**config.mk**
```make
export PLATFORM = sky130hd
export DESIGN_NAME = msrom
export DESIGN_NICKNAME = d
export VERILOG_FILES = /design/src/rtl/msrom_pkg.sv /design/src/rtl/msrom.sv
export SDC_FILE = /design/constraint.sdc
export NUM_CORES = 1
export LEC_CHECK = 0
export ABC_CLOCK_PERIOD_IN_PS = 6300
export CORE_MARGIN = 8
export CORE_UTILIZATION = 35
export CTS_CLUSTER_SIZE = 8
export DETAILED_ROUTE_END_ITERATION = 10
export GPL_ROUTABILITY_DRIVEN = 0
export PLACE_DENSITY_LB_ADDON = 0.12
export REMOVE_ABC_BUFFERS = 1
export SKIP_LAST_GASP = 1
export SYNTH_ARGS = -nofsm -noshare
export SYNTH_HDL_FRONTEND = slang
export SYNTH_SLANG_ARGS = --single-unit
```
**constraint.sdc**
```tcl
create_clock -name clk -period 6.3 [get_ports clk]
set_clock_uncertainty 0.05 [all_clocks]
set_input_delay 0.945 -clock clk [delete_from_list [all_inputs] [get_ports clk]]
set_output_delay 0.945 -clock clk [all_outputs]
set_load 0.01 [all_outputs]
```
**src/rtl/msrom_pkg.sv**
```systemverilog
// Shared constants and FSM encoding for the sound-ROM word responder.
package msrom_pkg;

   typedef enum logic [1:0] {
      IDLE = 2'd0,
      LO   = 2'd1,
      HI   = 2'd2
   } state_t;

   localparam int WORD_W  = 16;
   localparam int ADDR_W  = 17;
   localparam int BADDR_W = ADDR_W + 1;

endpackage

```
**src/rtl/msrom.sv**
```systemverilog
// Sound-ROM word responder: two byte reads from an 8-bit async ROM per 16-bit
// word, with a one-deep pending buffer and direct chaining in the ack cycle.
module msrom
   import msrom_pkg::*;
#(
   parameter int WAIT = 4
) (
   input  logic               clk,
   input  logic               rst,
   input  logic               msreq,
   input  logic [ADDR_W-1:0]  msaddr,
   output logic               msack,
   output logic [WORD_W-1:0]  msdata,
   output logic               busy,
   output logic               overrun,
   output logic [BADDR_W-1:0] memaddr,
   output logic               memce_n,
   output logic               memoe_n,
   input  logic [7:0]         memdata
);

   localparam logic [3:0] WAIT_LD = 4'(WAIT - 1);

   state_t              state, state_n;
   logic [3:0]          cnt;
   logic                last;
   logic                start;
   logic [ADDR_W-1:0]   start_addr;
   logic                pend_vld;
   logic [ADDR_W-1:0]   pend_addr;
   logic                ovr;
   logic                overwrite;
   logic [7:0]          lo_byte;

   assign last      = (cnt == 4'd0);
   assign overwrite = msreq & pend_vld & ~rst;
   assign overrun   = ovr | overwrite;

   // The ack cycle is an IDLE cycle; it counts as busy only when a new access chains.
   assign busy    = (state != IDLE) | (msack & (msreq | pend_vld) & ~rst);
   assign memce_n = ~busy;
   assign memoe_n = ~busy;

   always_comb begin
      state_n    = state;
      start      = 1'b0;
      start_addr = msreq ? msaddr : pend_addr;
      case (state)
         IDLE: begin
            if (msreq | pend_vld) begin
               start   = 1'b1;
               state_n = LO;
            end
         end
         LO:      if (last) state_n = HI;
         HI:      if (last) state_n = IDLE;
         default: state_n = IDLE;
      endcase
   end

   always_ff @(posedge clk) begin
      if (rst) state <= IDLE;
      else     state <= state_n;
   end

   always_ff @(posedge clk) begin
      if (rst) begin
         cnt      <= 4'd0;
         pend_vld <= 1'b0;
         ovr      <= 1'b0;
         msack    <= 1'b0;
         msdata   <= '0;
         memaddr  <= '0;
      end else begin
         msack <= (state == HI) && last;
         if (overwrite) ovr <= 1'b1;
         case (state)
            IDLE: begin
               if (start) begin
                  memaddr  <= {start_addr, 1'b0};
                  cnt      <= WAIT_LD;
                  pend_vld <= 1'b0;
               end
            end
            LO: begin
               if (last) begin
                  memaddr[0] <= 1'b1;
                  cnt        <= WAIT_LD;
               end else begin
                  cnt <= cnt - 4'd1;
               end
            end
            HI: begin
               if (last) msdata <= {memdata, lo_byte};
               else      cnt    <= cnt - 4'd1;
            end
            default: cnt <= 4'd0;
         endcase
         if ((state != IDLE) && msreq) pend_vld <= 1'b1;
      end
   end

   always_ff @(posedge clk) begin
      if ((state != IDLE) && msreq) pend_addr <= msaddr;
      if ((state == LO) && last)    lo_byte   <= memdata;
   end

endmodule
```
==> flow_results.org <==
** Clock network
- Clk Tree Root Cell :: sky130_fd_sc_hd__clkbuf_8
- Clock-pin slew was measured on the worst setup and hold paths at 0.07 ns.
- TritonCTS clock tree :: yes
- In this run the post-CTS setup repair buffer count came out at 0.
- After clock tree synthesis, the flow added hold-fix buffers numbering 0.
- TritonCTS created 9 clock buffers.
- For the worst-skew pair, the clock arrives at the later sink with an insertion delay of 0.34 ns.
- Post-CTS Resized :: 0
- In this run the deepest clock path goes through 2 buffers.
- In this run the number of H-tree levels came out at 3.
- The tree built by TritonCTS fans out to 68 sinks.

** Timing
- Setup total negative slack on the finished layout was measured at 0 ns.
- Final number of max-transition violations :: 0
- Post-route fraction of the period consumed by the critical path :: 60.8%
- Final number of hold-violating endpoints :: 0
- Hold WS :: 0.425 ns
- The worst path needs 3.83 ns of the cycle, external delays included.
- Setup violations remaining at the end of the flow were counted as 0.
- In this run the tightest slew margin relative to its limit is 42.6%.
- Setup repair after global routing left no endpoint under its margin.
- For this run, the top clock speed supported by timing is 261 MHz.
- Least-Margin Pin Slew :: 0.861 ns

** Layout
- The filler cells instantiated in the layout total 728.
- The post-route netlist has 8.71% of its cells at a drive strength greater than 1.
- Number of nets in the layout :: 335
- Layout overhead on the synthesized area :: 33.9%
- The repair_antennas step left the layout with diodes totalling 0.

** Route
- Detailed-route wire length :: 6.53 mm
- Number of iterations in the first detailed-routing pass :: 5
- Routed len/inst :: 15.9 microns
- Number of DRC markers after the initial detailed-route iteration :: 80
- In this run the remaining antenna-violating nets after routing total 0.
- Dividing the detail-routed via count by the number of cells gives 5.02.
- The final route contains 2068 vias.
- Count of unresolved DRC violations after routing :: 0

** Global route
- GRT Util Overall :: 12.8%
- Largest net degree at the start of global routing :: 46
- Global routing finished with a remaining overflow of 0.
- Number of global-route vias before repair :: 2186
- The first global-routing pass estimated 11.2 mm of wire.
- The initial antenna violation count came to 0.

** Floorplanning
- Y dimension of the die :: 104 microns
- In this run the standard cell core region covers 0.00761 sq mm.
- Once the floorplan was initialized, standard cells occupied 35.7% of the core.
- The die is 104 microns wide.
- Pin placement for this block handled 67 I/O pins.
- The floorplan has 32 rows.
- Die footprint :: 0.0108 sq mm

** Logic synthesis
- Adder-cell share of the synthesized area :: 0.921%
- Total of flip-flops plus latches after synthesis :: 68
- After Yosys synthesis, and, or, nand and nor cells account for 9.40% of the synthesized area.
- Number of distinct standard cells referenced by the synthesized netlist :: 40
- After synthesis, the largest family of logic cells by area is compound AO/OA/AOI/OAI gates.
- Summing the sequential cell areas from Yosys gives 59.3% of the chip area.
- Post-synthesis mux area share :: 6.63%
- Syn Area/Cell :: 11.1 sq um
- Synthesized instance count :: 244
- For this run, the number of Yosys warnings is 0.
- The synthesized netlist occupies a cell area of 0.00272 sq mm.
- After Yosys synthesis, XOR and XNOR cells account for 0% of the synthesized area.
- Synth Area in Compound Gates :: 18.5%

** Status
- The run finished with clean final reports.

** Setup path
- Counting both buffers and inverters, the worst setup path holds a total of 3.
- For the worst setup path, the data required time is 5.30 ns.
- Maximum cell stage delay along the critical path :: 0.58 ns
- Of all nets on the critical path, the largest fanout is 22.
- CP max-delay cell :: sky130_fd_sc_hd__clkdlybuf4s50_1
- Kind of cell adding the most delay to the critical path :: buffers and inverters
- Critical Path Source Type :: input pin
- For the worst setup path, the data arrival time is 2.83 ns.
- Kind of critical path :: in -> out
- Cell-by-cell trace of the critical path :: clkdlybuf4s50_1, buf_4, nor2_1, nor2_1, a21boi_0, clkdlybuf4s50_1
- Endpoint type of the worst setup path :: primary output

** Power and ir drop
- Summed over all nets, the switching power comes to 0.326 mW.
- Part of the power in registers :: 45.5%
- For this design the ratio of total power to cell area is 320 mW/mm^2.
- Of the total power, the share spent switching nets is 28.1%.
- Share of power burned in the clock network :: 33.5%
- Across the VDD grid, the largest voltage drop is 0.000150 V.
- Standby leakage power :: 1.28 nW
- In this run, the combinational gates consume 21.0% of the power.
- Internal Power :: 0.836 mW

** Placement
- Port Buffers :: 66
- Final HPWL from detailed placement :: 4.19 mm

** Min path
- Path class of the lowest-slack min-delay path :: reg -> reg

** Flow run
- Max-cap violations in this run came to 0.
power groups by stage:
stage	Sequential [mW]	Combinational, mW	Clock, mW
after floorplan	0.542	0.113	0
after global placement	0.539	0.247	0
after detailed placement	0.538	0.248	0
after CTS	0.529	0.250	0.405
after global routing	0.534	0.271	0.425
final	0.529	0.244	0.389
Yosys cell counts, drive strengths merged:
library cell	instances	area, sq um
nor3	5	30.0
a211o	2	17.5
nand3b	2	15.0
ha	2	25.0
o21ai	17	85.1
a211oi	17	128
buf	15	97.6
nand2	3	11.3
a22oi	1	7.51
or2b	1	7.51
o21bai	1	7.51
clkbuf	7	30.0
a21boi	1	7.51
a21oi	38	190
and2b	1	7.51
dfxtp	43	861
or2	1	6.26
a31oi	1	6.26
inv	4	15.0
o211a	1	10.0
o32ai	1	8.76
nand2b	4	25.0
edfxtp	25	751
nor2	6	22.5
nand3	16	80.1
o2111ai	1	8.76
o31a	1	8.76
a2111oi	1	8.76
nor3b	1	7.51
nor2b	3	18.8
o21a	1	7.51
mux2i	18	180
or3b	2	17.5
or3	1	6.26
through the flow:
| stage | setup WS (ns) | instances | area (sq um) | util (%) | total power [mW] |
|---|---|---|---|---|---|
| after floorplan | 3.53 | 222 | 2590 | - | 0.655 |
| after global placement | 2.49 | 396 | 3420 | 45.0 | 0.786 |
| after detailed placement | 2.44 | 396 | 3420 | 45.0 | 0.786 |
| after CTS | 2.45 | 412 | 3640 | 47.8 | 1.18 |
| after global routing | 2.27 | 412 | 3640 | 47.8 | 1.23 |
| final | 2.47 | 412 | 3640 | 47.8 | 1.16 |
cell families after synthesis:
family	after synthesis
AOI/OAI and AO/OA	84
DFF	68
and+or+nand+nor	46
buffers and inverters	26
muxes	18
adders and majority gates	2
layout by cell type, fill, tap and decap left out, types with 2 or more instances in the layout:
cell	instances
sky130_fd_sc_hd__nand3_1	16
sky130_fd_sc_hd__mux2i_1	18
sky130_fd_sc_hd__bufinv_16	2
sky130_fd_sc_hd__a211o_1	2
sky130_fd_sc_hd__o21ai_1	3
sky130_fd_sc_hd__clkbuf_8	9
sky130_fd_sc_hd__o21ai_0	14
sky130_fd_sc_hd__nand2b_1	4
sky130_fd_sc_hd__nor2b_1	3
sky130_fd_sc_hd__nand2_1	3
sky130_fd_sc_hd__edfxtp_1	25
sky130_fd_sc_hd__clkdlybuf4s50_1	65
sky130_fd_sc_hd__a21oi_1	38
sky130_fd_sc_hd__nor2_1	6
sky130_fd_sc_hd__buf_4	6
sky130_fd_sc_hd__clkinv_2	3
sky130_fd_sc_hd__ha_1	2
sky130_fd_sc_hd__nor3_1	4
sky130_fd_sc_hd__dfxtp_1	43
sky130_fd_sc_hd__a211oi_1	17
sky130_fd_sc_hd__nand3b_1	2
sky130_fd_sc_hd__inv_1	4
sequential cells by signal, summed over array words and instances (netlist names):
signal / count
pend_vld: 1
cnt: 4
memaddr: 18
msdata: 16
ovr: 1
msack: 1
lo_byte: 8
pend_addr: 17
state: 2
cell type report:
type	count	area (sq um)	area share (%)
Sequential cell	68	1610	44.3
Clock buffer	9	124	3.41
Timing Repair Buffer	72	701	19.3
Clock inverter	7	90.1	2.48
Multi-Input combinational cell	150	967	26.6
Inverter	4	15.0	0.413
Tap cell	102	128	3.51
final timing paths:
path	from	endpoint	slack [ns]	cells after the start
worst min register to register	msdata[2]$_SDFFE_PP0N_	msdata[2]$_SDFFE_PP0N_	0.42	2
worst max-delay path	msreq	memoe_n	2.47	6
worst min-delay path	msdata[2]$_SDFFE_PP0N_	msdata[2]$_SDFFE_PP0N_	0.42	2
worst max register to register	state[0]$_SDFFE_PP0P_	pend_addr[15]$_DFFE_PP_	4.24	4
tightest hold or removal path, stage by stage (launching register included):
cell and delay (ns):
sky130_fd_sc_hd__dfxtp_1 0.31, sky130_fd_sc_hd__o21ai_0 0.06, sky130_fd_sc_hd__a21oi_1 0.06
routing by layer:
| layer | track usage [%] | up-vias | part of all wire [%] | routed length [microns] |
|---|---|---|---|---|
| met2 | 18.8 | 64 | 45 | 2920 |
| met4 | 5.27 | 0 | 0.89 | 58 |
| li1 | - | 1022 | - | - |
| met3 | 5.95 | 6 | 7.3 | 479 |
| met1 | 15.7 | 976 | 47 | 3070 |
| met5 | 0 | - | 0 | 0 |
No activity file was read; power rests on OpenSTA's default activity.
